## src/rtl/regbank_mp.sv

```systemverilog
// Multi-port register bank: two write ports with write-through forwarding, NUM_RD 2-stage
// registered read ports, a per-register busy scoreboard and hold-snoop of held read outputs.
module regbank_mp #(
    parameter int unsigned DATA_W   = 32,
    parameter int unsigned NUM_REGS = 16,
    parameter int unsigned NUM_RD   = 2,
    parameter int unsigned ZERO_REG = 1,
    localparam int unsigned AW      = $clog2(NUM_REGS)
) (
    input  logic                     clk,
    input  logic                     reset_n,
    input  logic [NUM_RD*AW-1:0]     rd_addr,
    input  logic                     hold,
    input  logic                     clear,
    output logic [NUM_RD*DATA_W-1:0] rd_data,
    output logic [NUM_RD-1:0]        rd_busy,
    input  logic [1:0]               wr_we,
    input  logic [2*AW-1:0]          wr_addr,
    input  logic [2*DATA_W-1:0]      wr_data,
    input  logic                     rsv_en,
    input  logic [AW-1:0]            rsv_addr,
    output logic [NUM_REGS-1:0]      busy_vec
);

    logic [DATA_W-1:0]   regs_q [NUM_REGS];
    logic [DATA_W-1:0]   regs_d [NUM_REGS];
    logic [NUM_REGS-1:0] busy_q, busy_d;

    logic [AW-1:0]     a_q    [NUM_RD];
    logic [AW-1:0]     a_d    [NUM_RD];
    logic [AW-1:0]     o_q    [NUM_RD];
    logic [AW-1:0]     o_d    [NUM_RD];
    logic [DATA_W-1:0] data_q [NUM_RD];
    logic [DATA_W-1:0] data_d [NUM_RD];
    logic [NUM_RD-1:0] rbusy_q, rbusy_d;

    logic [AW-1:0]     waddr [2];
    logic [DATA_W-1:0] wdata [2];
    logic [1:0]        wr_ok;
    logic              rsv_ok;

    always_comb begin
        for (int k = 0; k < 2; k++) begin
            waddr[k] = wr_addr[k*AW +: AW];
            wdata[k] = wr_data[k*DATA_W +: DATA_W];
            wr_ok[k] = wr_we[k] && !((ZERO_REG != 0) && (waddr[k] == '0));
        end
        rsv_ok = rsv_en && !((ZERO_REG != 0) && (rsv_addr == '0));
    end

    // Register file and scoreboard next state; port 1 applied last so it wins, and the
    // reservation is applied after the write clears so a same-cycle set wins.
    always_comb begin
        regs_d = regs_q;
        busy_d = busy_q;
        for (int k = 0; k < 2; k++) begin
            if (wr_ok[k]) begin
                regs_d[waddr[k]] = wdata[k];
                busy_d[waddr[k]] = 1'b0;
            end
        end
        if (rsv_ok) begin
            busy_d[rsv_addr] = 1'b1;
        end
    end

    always_comb begin
        for (int p = 0; p < NUM_RD; p++) begin
            a_d[p]     = a_q[p];
            o_d[p]     = o_q[p];
            data_d[p]  = data_q[p];
            rbusy_d[p] = rbusy_q[p];
            if (clear) begin
                a_d[p]     = '0;
                o_d[p]     = '0;
                data_d[p]  = '0;
                rbusy_d[p] = 1'b0;
            end else if (!hold) begin
                a_d[p]     = rd_addr[p*AW +: AW];
                o_d[p]     = a_q[p];
                rbusy_d[p] = busy_d[a_q[p]];
                if (wr_ok[1] && (waddr[1] == a_q[p])) begin
                    data_d[p] = wdata[1];
                end else if (wr_ok[0] && (waddr[0] == a_q[p])) begin
                    data_d[p] = wdata[0];
                end else begin
                    data_d[p] = regs_q[a_q[p]];
                end
                if ((ZERO_REG != 0) && (a_q[p] == '0)) begin
                    data_d[p] = '0;
                end
            end else begin
                // Held: refresh the output if its source register is being written.
                if (wr_ok[1] && (waddr[1] == o_q[p])) begin
                    data_d[p]  = wdata[1];
                    rbusy_d[p] = busy_d[o_q[p]];
                end else if (wr_ok[0] && (waddr[0] == o_q[p])) begin
                    data_d[p]  = wdata[0];
                    rbusy_d[p] = busy_d[o_q[p]];
                end
            end
        end
    end

    always_ff @(posedge clk or negedge reset_n) begin
        if (!reset_n) begin
            for (int i = 0; i < NUM_REGS; i++) begin
                regs_q[i] <= '0;
            end
            busy_q <= '0;
            for (int p = 0; p < NUM_RD; p++) begin
                a_q[p]    <= '0;
                o_q[p]    <= '0;
                data_q[p] <= '0;
            end
            rbusy_q <= '0;
        end else begin
            regs_q <= regs_d;
            busy_q <= busy_d;
            for (int p = 0; p < NUM_RD; p++) begin
                a_q[p]    <= a_d[p];
                o_q[p]    <= o_d[p];
                data_q[p] <= data_d[p];
            end
            rbusy_q <= rbusy_d;
        end
    end

    always_comb begin
        for (int p = 0; p < NUM_RD; p++) begin
            rd_data[p*DATA_W +: DATA_W] = data_q[p];
        end
    end

    assign rd_busy  = rbusy_q;
    assign busy_vec = busy_q;

endmodule

```

## config.mk

```make
export PLATFORM = sky130hd
export DESIGN_NAME = regbank_mp
export DESIGN_NICKNAME = d
export VERILOG_FILES = /design/src/rtl/regbank_mp.sv
export SDC_FILE = /design/constraint.sdc
export NUM_CORES = 2
export LEC_CHECK = 0
export CORE_MARGIN = 4
export CORE_UTILIZATION = 40
export CTS_CLUSTER_DIAMETER = 30
export DETAILED_ROUTE_END_ITERATION = 6
export PLACE_DENSITY = 0.65
export SETUP_SLACK_MARGIN = 0.02
export SLEW_MARGIN = 20
export SYNTH_ARGS = -nofsm -noshare
export SYNTH_HDL_FRONTEND = slang
export SYNTH_SLANG_ARGS = --single-unit
```

## constraint.sdc

```tcl
create_clock -name clk -period 3.29 [get_ports clk]
set_input_delay 0.4935 -clock clk [delete_from_list [all_inputs] [get_ports clk]]
set_output_delay 0.4935 -clock clk [all_outputs]
set_load 0.05 [all_outputs]
```

==> flow_summary.ini <==
[run_status]
status = finished, final reports clean

[power_and_ir_drop]
netSwitchingFraction = 0.296
clockPowerShare = 0.455
finalPower_w = 0.0312
pwr-share-comb = 0.207
power_density_nw_per_um2 = 669
p_seq_frac = 0.338
p_int_w = 0.0220
p_sw_w = 0.00923
leakagePower_nw = 20.5
vdd_ir_drop_max_v = 0.000512

[sta]
max_slew.worst_pin.slew_ns = 1.15
slew_headroom = 0.237
hold_viol_final = 0
finalMaxSlewViolations = 0
rsz0062_at_grt = false
period_minus_slack_ns = 2.94
clock_skew_ns = 0.0293
fin_crit_sh = 0.894
setup-violations-final = 0
setup-tns-final_ns = 0
fmax_mhz = 340
hold_ws_ns = 0.298

[cts]
cts_setup_buffers = 0
cts_root_buf = clkbuf_16
numCtsBuffers = 138
cts_buffer_depth = 3
clk_pin_slew_ns = 0.05
cts_htree_levels = 4
insertion_delay_ns = 0.74
cts_tree = yes
cts_sinks = 610

[worst_setup_path]
worstPathRequired_ns = 3.88
cp_max_fo = 28
start_kind = register
criticalPathCategory = reg -> reg
critPathCaptureType = register
crit_arrival_ns = 3.53
r2r_cells = 8

[routing]
viasPerCell = 6.29
vias = 32200
dr.pass1.iters = 6
drt-initial-drc-count = 4191
ant_nets = 0
wirelength_um = 145000
wl_per_cell_um = 28.3
drc = 0

[finish]
area_growth_pct = 21.9
nets = 3822
layout_common_cells = mux2i_1 (692), dfrtp_1 (602), a21oi_1 (447), nor2_1 (431), mux4_2 (231)
final_area_um2 = 46600
final_common_cell = mux2i_1
utilization = 0.491
drive_gt1_frac = 0.192

[floorplanning]
die_x_um = 317
die_area_um2 = 101000
coreArea_um2 = 95000
initial_core_util = 0.403
die_h_um = 317
ios = 173
row_count = 113

[global_routing]
grt_max_degree = 93
grt_pass1_wl_um = 212000
grt_pass1_vias = 31400
grt.total_usage = 0.285
grt_antenna_before_repair = 7
grt_overflow = 0

[logic_synthesis]
ys_ff_latch = 610
synth.avg_cell_area_um2 = 10.3
synth_area_um2 = 38300
synthFlopType = dfrtp_1
async_reset_ff_frac = 1.00
syn_nets = 3810
synth-edff-count = 0
synth_cell_types = 63
yosys_warnings = 0
syn_inst = 3719
synth-seq-area-share = 0.399

[place]
io_buffers = 172
place_congestion = 0.879
hpwl_um = 81700
placed_area_um2 = 41800

[job]
maxCapViolCount = 0

[hold_path]
hp-class = in -> async
-- Yosys cell counts, types with 17 or more instances --
cell type  instances  area (um2)
o21ai_0          172         861
mux4_2           231        5200
dfrtp_1          610       15300
nor2_1           437        1640
o22ai_1           34         213
buf_1             78         293
o221ai_1          94         823
nand2_1          213         800
mux2_2            33         372
or3_1             17         106
buf_4             25         188
buf_2             52         260
mux2i_1          692        6930
a211oi_1          32         240
nor3_1            42         210
clkbuf_1         325        1220
xnor2_1           28         245
a21oi_1          447        2240
-- sequential cells by signal (all words and copies together), names as in the netlist --
signal and flops:
a_q 8, busy_vec 16, o_q 8, rd_busy 2
rd_data 64, regs_q 512
-- metrics by stage --
step | instances | setup WS (ns)
5_1_grt | 5112 | 0.232
3_5_place_dp | 4855 | 0.0317
2_1_floorplan | 3719 | 0.941
6_report | 5114 | 0.350
3_3_place_gp | 4855 | 0.0517
4_1_cts | 5110 | 0.362
-- logic make-up after synthesis --
family,after synthesis,synth area share
buf+inv,503,0.0545
compound gates,848,0.130
mux,956,0.327
xor+xnor,32,0.00733
simple gates,770,0.0825
flops,610,0.399
-- power groups by stage --
| stage | registers [W] | logic [W] | clock network [W] |
|---|---|---|---|
| after CTS | 0.0105 | 0.00639 | 0.0143 |
| final | 0.0106 | 0.00646 | 0.0142 |
| after detailed placement | 0.0106 | 0.00636 | 0 |
| after global placement | 0.0105 | 0.00622 | 0 |
| after floorplan | 0.0104 | 0.00434 | 0 |
| after global routing | 0.0107 | 0.00695 | 0.0147 |
-- worst max-delay path: stages, from the launching register on --
cell	delay [ns]
dfrtp_4	0.69
buf_12	0.32
buf_4	0.20
mux4_2	0.50
mux4_2	0.49
mux2i_1	0.16
nor2_1	0.06
a21oi_1	0.17
o221ai_1	0.14
-- path summary, 6_finish.rpt --
path                                           end  slack [ns]             startpoint
min in group clk           rd_data[30]$_DFFE_PN0P_        0.33                  clear
max reg2reg                rd_data[42]$_DFFE_PN0P_        0.35     a_q[0]$_DFFE_PN0P_
min                          regs_q[119]$_DFF_PN0_        0.30                reset_n
max                        rd_data[42]$_DFFE_PN0P_        0.35     a_q[0]$_DFFE_PN0P_
max in group asynchronous    busy_vec[3]$_DFF_PN0_        1.98                reset_n
min reg2reg                  regs_q[510]$_DFF_PN0_        0.39  regs_q[510]$_DFF_PN0_
-- area by class of cell --
class                           instances  area (um2)
Tap cell                             1265        1580
Sequential cell                       610       15300
Timing Repair Buffer                  359        3760
Clock inverter                         69         957
Fill cell                            8485       48400
Antenna cell                            4        10.0
Inverter                               16        60.1
Multi-Input combinational cell       2606       21100
Clock buffer                          185        3830
-- metal layers --
layer	GRT usage	vias to the layer above	part of all wire
met2	0.424	2051	0.44
met4	0.129	2	0.045
met1	0.393	16000	0.40
met5	0	-	0.00011
met3	0.0723	442	0.11
li1	-	13700	-
-- what timing repair did --
item,CTS,global route
hold endpoints to repair,34,0
setup endpoints to repair,0,0
hold buffers,1,0
resized for setup,0,0
(Power assumes the default switching activity.)
